<file path="src/rtl/noc_pkg.sv">
// noc_pkg: shared mesh-router definitions (port indices, packet layout,
// XY route helper and the input-port FSM state types).
package noc_pkg;

  localparam int NUM_PORTS  = 5;
  localparam int PORT_LOCAL = 0;
  localparam int PORT_N     = 1;
  localparam int PORT_E     = 2;
  localparam int PORT_S     = 3;
  localparam int PORT_W     = 4;

  localparam int COORD_W     = 2;
  localparam int PAYLOAD_W   = 7;
  localparam int PKT_W       = 2*COORD_W + PAYLOAD_W;
  localparam int DST_X_LSB   = 9;
  localparam int DST_Y_LSB   = 7;
  localparam int PAYLOAD_LSB = 0;

  typedef struct packed {
    logic [COORD_W-1:0]   dst_x;
    logic [COORD_W-1:0]   dst_y;
    logic [PAYLOAD_W-1:0] payload;
  } packet_t;

  typedef enum logic {IN_IDLE, IN_WAIT_LOW} in_state_t;
  typedef enum logic [1:0] {O_IDLE, O_WAIT_ACK, O_WAIT_LOW} out_state_t;

  // Dimension-ordered routing: resolve X first, then Y, else deliver locally.
  function automatic logic [NUM_PORTS-1:0] xy_route(packet_t p,
                                                    logic [COORD_W-1:0] my_x,
                                                    logic [COORD_W-1:0] my_y);
    logic [NUM_PORTS-1:0] r;
    r = '0;
    if (p.dst_x > my_x)      r[PORT_E]     = 1'b1;
    else if (p.dst_x < my_x) r[PORT_W]     = 1'b1;
    else if (p.dst_y > my_y) r[PORT_N]     = 1'b1;
    else if (p.dst_y < my_y) r[PORT_S]     = 1'b1;
    else                     r[PORT_LOCAL] = 1'b1;
    return r;
  endfunction

endpackage

</file>
<file path="src/rtl/rip_fifo.sv">
// rip_fifo: DEPTH-entry synchronous FIFO with occupancy count.
// Head data is read combinationally; push and pop on the same edge are
// both honoured, including push while full when a pop frees the slot.
module rip_fifo #(
  parameter int WIDTH = 11,
  parameter int DEPTH = 4
) (
  input  logic                     clk,
  input  logic                     rst_n,
  input  logic                     push,
  input  logic [WIDTH-1:0]         wdata,
  input  logic                     pop,
  output logic [WIDTH-1:0]         rdata,
  output logic                     full,
  output logic                     empty,
  output logic [$clog2(DEPTH):0]   count
);

  localparam int AW = $clog2(DEPTH);
  localparam logic [AW:0] FULL_CNT = (AW+1)'(DEPTH);

  logic [WIDTH-1:0] mem [DEPTH];
  logic [AW-1:0]    wr_ptr, rd_ptr;
  logic             do_push, do_pop;

  assign full    = (count == FULL_CNT);
  assign empty   = (count == '0);
  assign do_pop  = pop & ~empty;
  assign do_push = push & (~full | do_pop);
  assign rdata   = mem[rd_ptr];

  // Storage array; no reset needed since count gates visibility.
  always_ff @(posedge clk) begin
    if (do_push) mem[wr_ptr] <= wdata;
  end

  // Pointers wrap naturally (DEPTH is a power of two); count tracks push-pop.
  always_ff @(posedge clk or negedge rst_n) begin
    if (!rst_n) begin
      wr_ptr <= '0;
      rd_ptr <= '0;
      count  <= '0;
    end else begin
      if (do_push) wr_ptr <= wr_ptr + 1'b1;
      if (do_pop)  rd_ptr <= rd_ptr + 1'b1;
      case ({do_push, do_pop})
        2'b10:   count <= count + 1'b1;
        2'b01:   count <= count - 1'b1;
        default: count <= count;
      endcase
    end
  end

endmodule

</file>
<file path="src/rtl/router_input_port.sv">
// router_input_port: mesh-router input stage. 4-phase req/ack in, FIFO,
// XY route of the head packet, one-hot 4-phase request to the arbiters.
// Define RIP_INPUT_SYNC_EN to pass in_req and out_ack through 2-flop
// synchronizers (asynchronous neighbours); otherwise they are used directly.
module router_input_port
  import noc_pkg::*;
#(
  parameter int WIDTH = 11,
  parameter int DEPTH = 4,
  parameter int MY_X  = 0,
  parameter int MY_Y  = 0
) (
  input  logic                       clk,
  input  logic                       rst_n,
  input  logic                       in_req,
  input  logic [WIDTH-1:0]           in_data,
  output logic                       in_ack,
  output logic [NUM_PORTS-1:0]       out_req,
  output logic [WIDTH-1:0]           out_data,
  input  logic [NUM_PORTS-1:0]       out_ack,
  output logic [$clog2(DEPTH):0]     occupancy
);

  logic                 req_s;
  logic [NUM_PORTS-1:0] ack_s;

`ifdef RIP_INPUT_SYNC_EN
  logic [1:0]                  req_sync;
  logic [1:0][NUM_PORTS-1:0]   ack_sync;

  // Two-flop synchronizers for all handshake inputs.
  always_ff @(posedge clk or negedge rst_n) begin
    if (!rst_n) begin
      req_sync <= '0;
      ack_sync <= '0;
    end else begin
      req_sync <= {req_sync[0], in_req};
      ack_sync <= {ack_sync[0], out_ack};
    end
  end

  assign req_s = req_sync[1];
  assign ack_s = ack_sync[1];
`else
  assign req_s = in_req;
  assign ack_s = out_ack;
`endif

  // FIFO
  logic             push, pop, full, empty;
  logic [WIDTH-1:0] fifo_rdata;
  packet_t          head;

  rip_fifo #(.WIDTH(WIDTH), .DEPTH(DEPTH)) u_fifo (
    .clk   (clk),
    .rst_n (rst_n),
    .push  (push),
    .wdata (in_data),
    .pop   (pop),
    .rdata (fifo_rdata),
    .full  (full),
    .empty (empty),
    .count (occupancy)
  );

  assign head = fifo_rdata;

  // ---------------- input FSM ----------------
  in_state_t in_st, in_nx;

  // Input FSM state register.
  always_ff @(posedge clk or negedge rst_n) begin
    if (!rst_n) in_st <= IN_IDLE;
    else        in_st <= in_nx;
  end

  // Input FSM next state: accept only when a slot is free, then wait for req low.
  always_comb begin
    in_nx = in_st;
    case (in_st)
      IN_IDLE:     if (req_s && !full) in_nx = IN_WAIT_LOW;
      IN_WAIT_LOW: if (!req_s)         in_nx = IN_IDLE;
      default:                         in_nx = IN_IDLE;
    endcase
  end

  // Input FSM outputs: in_ack is the (registered) WAIT_LOW state bit.
  always_comb begin
    push   = (in_st == IN_IDLE) && req_s && !full;
    in_ack = (in_st == IN_WAIT_LOW);
  end

  // ---------------- output FSM ----------------
  out_state_t           o_st, o_nx;
  logic [NUM_PORTS-1:0] dir_q;
  logic                 load, ack_hit;

  assign ack_hit = |(ack_s & dir_q);

  // Output FSM state register.
  always_ff @(posedge clk or negedge rst_n) begin
    if (!rst_n) o_st <= O_IDLE;
    else        o_st <= o_nx;
  end

  // Output FSM next state: present head, wait ack on chosen port, wait ack low.
  always_comb begin
    o_nx = o_st;
    case (o_st)
      O_IDLE:     if (!empty)  o_nx = O_WAIT_ACK;
      O_WAIT_ACK: if (ack_hit) o_nx = O_WAIT_LOW;
      O_WAIT_LOW: if (!ack_hit) o_nx = O_IDLE;
      default:                 o_nx = O_IDLE;
    endcase
  end

  // Output FSM strobes.
  always_comb begin
    load = (o_st == O_IDLE) && !empty;
    pop  = (o_st == O_WAIT_ACK) && ack_hit;
  end

  // Registered request, direction and data; dir_q outlives out_req so the
  // return-to-zero phase is tracked on the same port.
  always_ff @(posedge clk or negedge rst_n) begin
    if (!rst_n) begin
      out_req  <= '0;
      dir_q    <= '0;
      out_data <= '0;
    end else if (load) begin
      out_req  <= xy_route(head, COORD_W'(MY_X), COORD_W'(MY_Y));
      dir_q    <= xy_route(head, COORD_W'(MY_X), COORD_W'(MY_Y));
      out_data <= fifo_rdata;
    end else if (pop) begin
      out_req  <= '0;
    end
  end

endmodule

</file>
<file path="config.mk">
export PLATFORM = sky130hd
export DESIGN_NAME = router_input_port
export DESIGN_NICKNAME = d
export VERILOG_FILES = /design/src/rtl/noc_pkg.sv /design/src/rtl/rip_fifo.sv /design/src/rtl/router_input_port.sv
export SDC_FILE = /design/constraint.sdc
export NUM_CORES = 1
export LEC_CHECK = 0
export CAP_MARGIN = 40
export CORE_UTILIZATION = 48
export CTS_CLUSTER_SIZE = 14
export DETAILED_ROUTE_END_ITERATION = 10
export HOLD_SLACK_MARGIN = 0.06
export PLACE_DENSITY = 0.74
export SYNTH_ARGS = -nofsm -noshare
export SYNTH_HDL_FRONTEND = slang
export SYNTH_SLANG_ARGS = --single-unit
</file>
<file path="constraint.sdc">
create_clock -name clk -period 2.3 [get_ports clk]
set_input_delay 0.345 -clock clk [delete_from_list [all_inputs] [get_ports clk]]
set_output_delay 0.345 -clock clk [all_outputs]
set_load 0.02 [all_outputs]
</file>
== After elaboration in Yosys (flattened, before gate mapping) ==
Memory sizes are Yosys's and may differ from the RTL's.
Cells that the tools add are included.
Storage, ports and cells
  memories kept: 1
  output and inout bits: 20
  register bits: 31
  input bits: 19
  bits in writable memories: 44
  logic and storage cells: 68
Operators by class
  reduce and logical (&&, ||, !) cells: 13
  $lt $le $gt $ge: 4
  $add $sub $neg: 4
  equal/unequal tests: 8
  multiplexer cells: 23
  bitwise logic cells: 7
Memories
  u_fifo.mem: words 4, width 11, read ports 1, clocked after Yosys merged registers in 0, wr ports 1, RTL line rip_fifo.sv:22  | logic [WIDTH-1:0] mem [DEPTH];
Operator list (number)
  1-bit 2-to-1 mux: 12
  2-bit 2-to-1 mux: 6
  5-bit 2-to-1 mux: 2
  2-bit != test, second input constant: 3
  2-bit one-hot mux with 3 select lines: 1
  3-bit one-hot mux with 2 select lines: 1
  5-bit bitwise AND: 1
  1-bit logical AND: 5
  5-bit OR reduction: 1
  2-bit by 1-bit adder with 2-bit output, second input constant: 2
  2-bit by 1-bit == test with 1-bit output, second input constant: 2
  2-bit == test, second input constant: 2
  2-bit by 1-bit > comparator with 1-bit output, second input constant: 2
  2-bit by 1-bit less-than comparator with 1-bit output, second input constant: 2
  2-bit nonzero test: 2
  3-bit by 1-bit adder with 3-bit output, second input constant: 1
  3-bit == test, second input constant: 1
  3-bit zero test: 1
  1-bit NOT: 3
  3-bit AND reduction: 1
  3-bit by 1-bit subtractor with 3-bit output, second input constant: 1
  1-bit bitwise AND: 2
  1-bit zero test: 2
  2-bit zero test: 1
  2 further kinds: 2

== Depth between registers and ports, before layout ==
Gate-level depths: netlist of run 1.
  word-level depth: 8
  gate-level depth with buffers: 10
  depth with buffers taken out: 9

== Hierarchy ==
A second synthesis of run 1 with hierarchy kept.
Unflattened totals
  cell total of the unflattened synthesis: 184
  area, all modules: 2880.3 µm²
By module, submodules not included
  rip_fifo: cells each 95, sequential area each 1496.4 µm², times used 1, area each 2018.2 µm²
  router_input_port: cells each 89, sequential area each 500.5 µm², times used 1, area each 862.1 µm²

== Worst setup path before layout of run 1 ==
No wires, ideal clock.
  kind: reg2reg
  from: register u_fifo.count[0]
  to: register u_fifo.count[2]
  cell stages (with the launch flop): 11
  period minus slack after synthesis: 2.370 ns
  data required time: 2.220 ns
  setup time: 0.080 ns
  buffers on the path: 1
  arrival: 2.290 ns
  setup slack: -0.070 ns
  cells stage by stage: dfrtp_1 > or3b_2 > and3b_1 > clkbuf_1 > inv_1 > ha_1 > inv_1 > fa_1 > xor2_1 > nor2_1 > xor2_1
On the way
  word-level cells in the longest chain between the ends: 7
  elaborated cells between the ends (all ways): 15
  those cells by class: add/sub (2); eq/ne (3); mux (1); bitwise (5); reduce/logical (4)
RTL lines
  from (decl): RTL line rip_fifo.sv:16  | output logic [$clog2(DEPTH):0] count
  from (signal assigned): RTL line rip_fifo.sv:47  | 2'b10: count <= count + 1'b1;
  from (signal assigned): RTL line rip_fifo.sv:48  | 2'b01: count <= count - 1'b1;
  from (signal assigned): RTL line rip_fifo.sv:49  | default: count <= count;
  3-bit zero test: RTL line rip_fifo.sv:27  | assign empty = (count == '0);
  1-bit NOT: RTL line rip_fifo.sv:28  | assign do_pop = pop & ~empty;
  1-bit bitwise AND: RTL line rip_fifo.sv:28
  1-bit OR: RTL line rip_fifo.sv:29  | assign do_push = push & (~full | do_pop);
  1-bit bitwise AND: RTL line rip_fifo.sv:29
  2-bit by 1-bit == test with 1-bit output / 2-bit == test (equally long branches): RTL line rip_fifo.sv:46  | case ({do_push, do_pop})
  3-bit one-hot mux with 2 select lines / 2-bit nonzero test (equally long branches)
Parallel ways exist; a longest one is shown, timed or not.
A chain may end at the register's enable or synchronous reset.

== Worst setup path in the final report of run 1 ==
Ends and elaborated chain as after synthesis.

==> impl_metrics.tcl, run 1 <==
set metrics [dict create \
    area_delta_synth_final_pct 26.4 \
    reg2reg_from "u_fifo.count[0]" \
    fmax_ghz 0.473 \
    ir_drop_mv 0.479 \
    clock-sinks 71 \
    syn_inst 155 \
    combPwrFrac 0.148 \
    via_per_inst 5.24 \
    vias 1500 \
    worst-path-max-fanout 5 \
    finalNetCount 234 \
    die_area_sq_mm 0.00615 \
    drv_slew 0 \
    clock_skew_ns 0.00726 \
    worstHoldPathType "input pin to async pin" \
    final_cell_mix "edfxtp_1, clkdlybuf4s50_1, dfrtp_1" \
    cts_tree "done" \
    antenna_found_initial 0 \
    reg2reg_slack_ns 0.19 \
    finalSetupTns_ns 0 \
    initial_core_util 0.503 \
    core-area_sq_mm 0.00557 \
    p_per_area_mw_per_mm2 864 \
    synth_cell_types 31 \
    synth.avg_cell_area_sq_um 18.1 \
    die_width_um 78.4 \
    yosysTopAreaCell "edfxtp_1" \
    power_switching_uw 723 \
    final_common_cell "edfxtp_1" \
    cts_buffer_depth 2 \
    cts_made_buffers 9 \
    ys_seq_elements 71 \
    dp.cells 269 \
    setup_slack_ns 0.185 \
    crit_type "flip-flop to flip-flop" \
    internal-power_uw 2340 \
    port_buffers 34 \
    p_leak_uw 0.00139 \
    finalCritPeriodShare 0.919 \
    grt_overflow 0 \
    antenna_cells 0 \
    hold_ws_ns 0.398 \
    htree_num_levels 3 \
    r2r_end "u_fifo.count[2]" \
    critPathArrivalTime_ns 2.36 \
    grt_pass1_wl_um 8060 \
    insertion_delay_ns 0.33 \
    p_clk_frac 0.337 \
    syn_area_sq_mm 0.00281 \
    die_y_um 78.4 \
    min_period_ns 2.11 \
    globalplace.congestion 0.759 \
    drc 0 \
    wl_um 4790 \
    rows 27 \
    pin_count 39 \
    firstDrtPassIters 4 \
    drive_gt1_frac 0.285 \
    yosysWarnings 0 \
    hpwl_um 3200 \
    drt_iter0_markers 84 \
    nFillCells 400 \
    ant_nets 0 \
    outcome "completed" \
    maxCapViolations 0 \
    root_buffer "clkbuf_8" \
    cts.clk_slew.worst_paths_ns 0.07 \
    pre_cts_slack_ns -0.115 \
    first_global_vias 1604 \
    pwr-share-seq 0.516 \
    seq_area_frac_synth 0.712 \
    layout.cells.non_filler 286 \
    grt_max_degree 28 \
    end_kind "flip-flop" \
    setup_viol 0 \
    post-synth-top-area-fraction 0.471 \
    synth_area_leaders "edfxtp_1, dfrtp_1, mux4_2" \
    switching_share 0.236 \
    grt_setup_unrepaired "false" \
    crit_path_start_kind "flip-flop" \
    track_usage 0.183 \
    reg2reg_depth 9 \
    finalHoldViolations 0 \
    drt-wirelength-per-cell_um 16.7 \
    cp_data_required_time_ns 2.54 \
]
-- per-layer routing --
metal  vias to the layer above  part of all wire  GRT usage
met2                        41              0.51      0.297
met5                         -                 0          0
li1                        686                 -          -
met1                       765              0.43      0.231
met4                         0             0.014     0.0778
met3                         8             0.037     0.0523
-- stage by stage --
step           utilization  instance area (sq um)  power (uW)
6_report             0.636                   3550        3070
3_5_place_dp         0.596                   3320        2060
2_1_floorplan            -                   2820        1850
5_1_grt              0.636                   3550        3210
4_1_cts              0.635                   3540        3090
3_3_place_gp         0.596                   3320        2020
-- cells in the mapped netlist --
master / count
a21boi_0: 1
a21oi_1: 2
a222oi_1: 1
and2_1: 4
and3b_1: 1
buf_2: 3
buf_4: 2
clkbuf_1: 2
conb_1: 1
dfrtp_1: 27
edfxtp_1: 44
fa_1: 1
ha_1: 5
inv_1: 8
mux2_2: 12
mux2i_1: 1
mux4_2: 11
nand2_1: 1
nand2b_1: 3
nor2_1: 4
nor3_1: 3
nor4b_1: 1
o21a_1: 2
o21ai_0: 1
o2bb2ai_1: 2
o32ai_1: 2
or2_2: 2
or3b_2: 1
or4b_1: 1
xnor2_1: 2
xor2_1: 4
-- cells by family after synthesis --
logic type	Yosys count	share of synthesized area
and+or+nand+nor	21	0.0450
AOI/OAI and AO/OA	11	0.0294
adders and majority gates	6	0.0294
xor gates and xnor gates	6	0.0187
DFF	71	0.712
buffers and inverters	15	0.0241
muxes	24	0.140
other	1	0.00134
-- flip-flops by register name, summed over array words and instances, names as in the netlist --
name / cells
out_req: 3
o_st: 2
u_fifo.wr_ptr: 2
u_fifo.rd_ptr: 2
out_data: 11
u_fifo.count: 3
dir_q: 3
u_fifo.mem: 44
in_ack: 1
-- area by class of cell --
| cell class | count | area [sq um] | area share |
|---|---|---|---|
| tap | 72 | 90.1 | 0.0254 |
| clock buffer | 13 | 179 | 0.0504 |
| timing repair buffer | 49 | 453 | 0.128 |
| inverter | 8 | 30.0 | 0.00847 |
| multi-input combinational | 70 | 757 | 0.213 |
| clock inverter | 3 | 38.8 | 0.0109 |
| sequential | 71 | 2000 | 0.564 |
-- how the worst max path moves through the flow --
stage,from,endpoint,slack (ns),cells after the start
after floorplan,u_fifo.count[0],u_fifo.count[2],0.04,10
after global placement,out_ack[0],u_fifo.count[2],-0.04,9
after detailed placement,out_ack[0],u_fifo.count[2],-0.12,9
after CTS,u_fifo.count[0],u_fifo.count[2],0.1,9
after global routing,u_fifo.count[0],u_fifo.count[2],0.04,9
final,u_fifo.count[0],u_fifo.count[2],0.19,9
-- what timing repair did --
action,4_1_cts,5_1_grt
gates resized for setup,0,1
hold buffers,0,0
endpoints found under the setup margin,0,1
hold endpoints to repair,0,0
setup buffers,0,1
-- power by group through the flow --
stage | logic (uW) | clock network, uW | registers [uW]
5_1_grt | 501 | 1110 | 1600
3_3_place_gp | 431 | 0 | 1590
3_5_place_dp | 451 | 0 | 1610
6_report | 453 | 1030 | 1580
2_1_floorplan | 223 | 0 | 1620
4_1_cts | 453 | 1060 | 1580
-- critical path, cell delays in order (launching register included) --
cell	delay [ns]
dfrtp_2	0.44
or3b_4	0.41
and3b_1	0.19
inv_1	0.06
ha_2	0.17
inv_1	0.06
fa_2	0.33
xor2_1	0.14
nor2_1	0.11
xor2_1	0.14
Power figures use the tool's default switching activity.
==> run 2, diff against run 1 <==
ABC_CLOCK_PERIOD_IN_PS = 2300   (was not set)
==> results of run 2 <==
Final layout, timing and power as in run 1 (identical DEF).
==> patch: new RTL, settings of run 2 <==
The option `RIP_INPUT_SYNC_EN` is turned on by a define.
--- a/src/rtl/router_input_port.sv
+++ b/src/rtl/router_input_port.sv
@@ -3,4 +3,6 @@
 // Define RIP_INPUT_SYNC_EN to pass in_req and out_ack through 2-flop
 // synchronizers (asynchronous neighbours); otherwise they are used directly.
+`define RIP_INPUT_SYNC_EN
+
 module router_input_port
   import noc_pkg::*;
Formal check against the unedited RTL: not equivalent (Yosys sat finds a counterexample within 4 cycles, from zero or initial values and one cycle with rst_n low).
==> patch against run 2 <==
  * Sequential cell count increased by 8
  * Area after synthesis grew 6.9%
  * Worst setup slack got worse by 0.065 ns
  * Count of clock-buffer cells in the layout decreased by 1
  * Maximum frequency is 3.0% lower
  * Core utilization down 2.1 points
  * Routed wire length about the same
  * First-iteration DRC count decreased by 8.3%
  * Design area increased by 4.0%
Power is not compared: it rests on default switching activity, and its combinational part moved more than twofold at a synthesized area within 25%.
==> patch: results (changes against run 2) <==
Parameter                              Value

Synthesis
  Most common library cells after synthesis ... sky130_fd_sc_hd__edfxtp_1, sky130_fd_sc_hd__dfrtp_1, sky130_fd_sc_hd__mux2_2, sky130_fd_sc_hd__mux4_2, sky130_fd_sc_hd__inv_1
  Average instance area after synthesis ... 18.5 sq um (+2.3%)
  Cell types occupying the most area after synthesis ... sky130_fd_sc_hd__edfxtp_1, sky130_fd_sc_hd__dfrtp_1, sky130_fd_sc_hd__mux4_2, sky130_fd_sc_hd__mux2_2, sky130_fd_sc_hd__ha_1
  Sequential fraction of the synthesis area ... 0.733 (+0.0207)
  Post-synthesis async set-or-reset flop share ... 0.443 (+0.0628)

Routing
  Detailed-route wire length on metal 1 ... 2.06 mm (-1.1%)
  Total wirelength of the detailed-routed design ... 4.78 mm (about the same)
  Number of DRC violations after detailed-routing iteration 0 ... 77 (-8.3%)
  Detailed-route vias per instance ... 5.15 (-1.8%)
  Detailed-route wire length per cell ... 16.6 um (-1.1%)

Final layout
  Multi-input gates ... 68 (-2.9%)
  Clock buffers ... 12 (-1)
  Cell area after layout ... 3690 sq um (+4.0%)
  Utilization after layout ... 0.616 (-0.0207)
  Seq_cells ... 79 (+11%)
  Plain + repair buffers ... 43 (-12%)
  NumNets Final ... 235 (+0.43%)
  Fraction of layout cells with a size suffix above 1 ... 0.238 (-0.0467)
  Clock-cell share ... 0.0553 (-0.00608)
  Multi-input combinational cell area ... 749 sq um (-0.99%)
  Flip-flop and latch area ... 2200 sq um (+10%)

Critical path
  Largest fanout on the critical path ... 4 (-1)

Placed design
  Inst Count DP ... 273 (+1.5%)
  DP Worst Slack ... 0.117 ns (+0.233 ns)
  Total half-perimeter wirelength after legalization and detailed placement ... 3.28 mm (+2.3%)

Global route
  Met2 routing resource usage after global routing ... 0.285 (-0.0125)
  Maximum number of pins on one net before global-route repair ... 36 (+29%)
  Met1 usage in global routing ... 0.193 (-0.0385)
  Vias in the first global route ... 1591 (-0.81%)

Worst hold path
  Hold crit path type ... flip-flop to flip-flop

Outcome
  Run status ... completed

STA
  Skew final ... 0.00525 ns (-0.00202 ns)
-- patch: changes by cell type after synthesis, sizes merged --
cell / delta
or2: -1
dfrtp: +8
o21ai: +1
a21oi: -1
nand2: -1
inv: +1
-- patch: logic make-up after synthesis --
family | synth area share
compound gates | 0.0275
xor+xnor | 0.0175
fa+ha+maj | 0.0275
buf+inv | 0.0238
flops | 0.733
mux | 0.131
other cells | 0.00125
simple gates | 0.0388
-- patch: worst reg2reg max path: stages (launching register included) --
cell and delay (ns):
sky130_fd_sc_hd__dfrtp_2 0.43, sky130_fd_sc_hd__or3b_4 0.40, sky130_fd_sc_hd__and3b_1 0.18, sky130_fd_sc_hd__inv_1 0.06, sky130_fd_sc_hd__ha_2 0.18, sky130_fd_sc_hd__inv_1 0.05, sky130_fd_sc_hd__fa_1 0.37, sky130_fd_sc_hd__xor2_1 0.15
sky130_fd_sc_hd__nor2_1 0.13, sky130_fd_sc_hd__xor2_1 0.16
-- patch: timing repair --
item                                    in CTS  in global routing
setup buffers                                0                  1
gates resized for setup                      0                  1
endpoints found under the setup margin       0                  1
-- patch: final timing paths --
check,start,endpoint,slack (ns),cells after the start
max in group asynchronous,rst_n,u_fifo.count[2]$_DFFE_PN0P_,1.53,2
min in group asynchronous,rst_n,out_data[6]$_DFFE_PN0P_,0.41,2
worst max-delay path,u_fifo.count[0]$_DFFE_PN0P_,u_fifo.count[2]$_DFFE_PN0P_,0.12,9
worst min-delay path,ack_sync[1]$_DFF_PN0_,ack_s[1]$_DFF_PN0_,0.35,0
worst max register to register,u_fifo.count[0]$_DFFE_PN0P_,u_fifo.count[2]$_DFFE_PN0P_,0.12,9
worst min register to register,ack_sync[1]$_DFF_PN0_,ack_s[1]$_DFF_PN0_,0.35,0
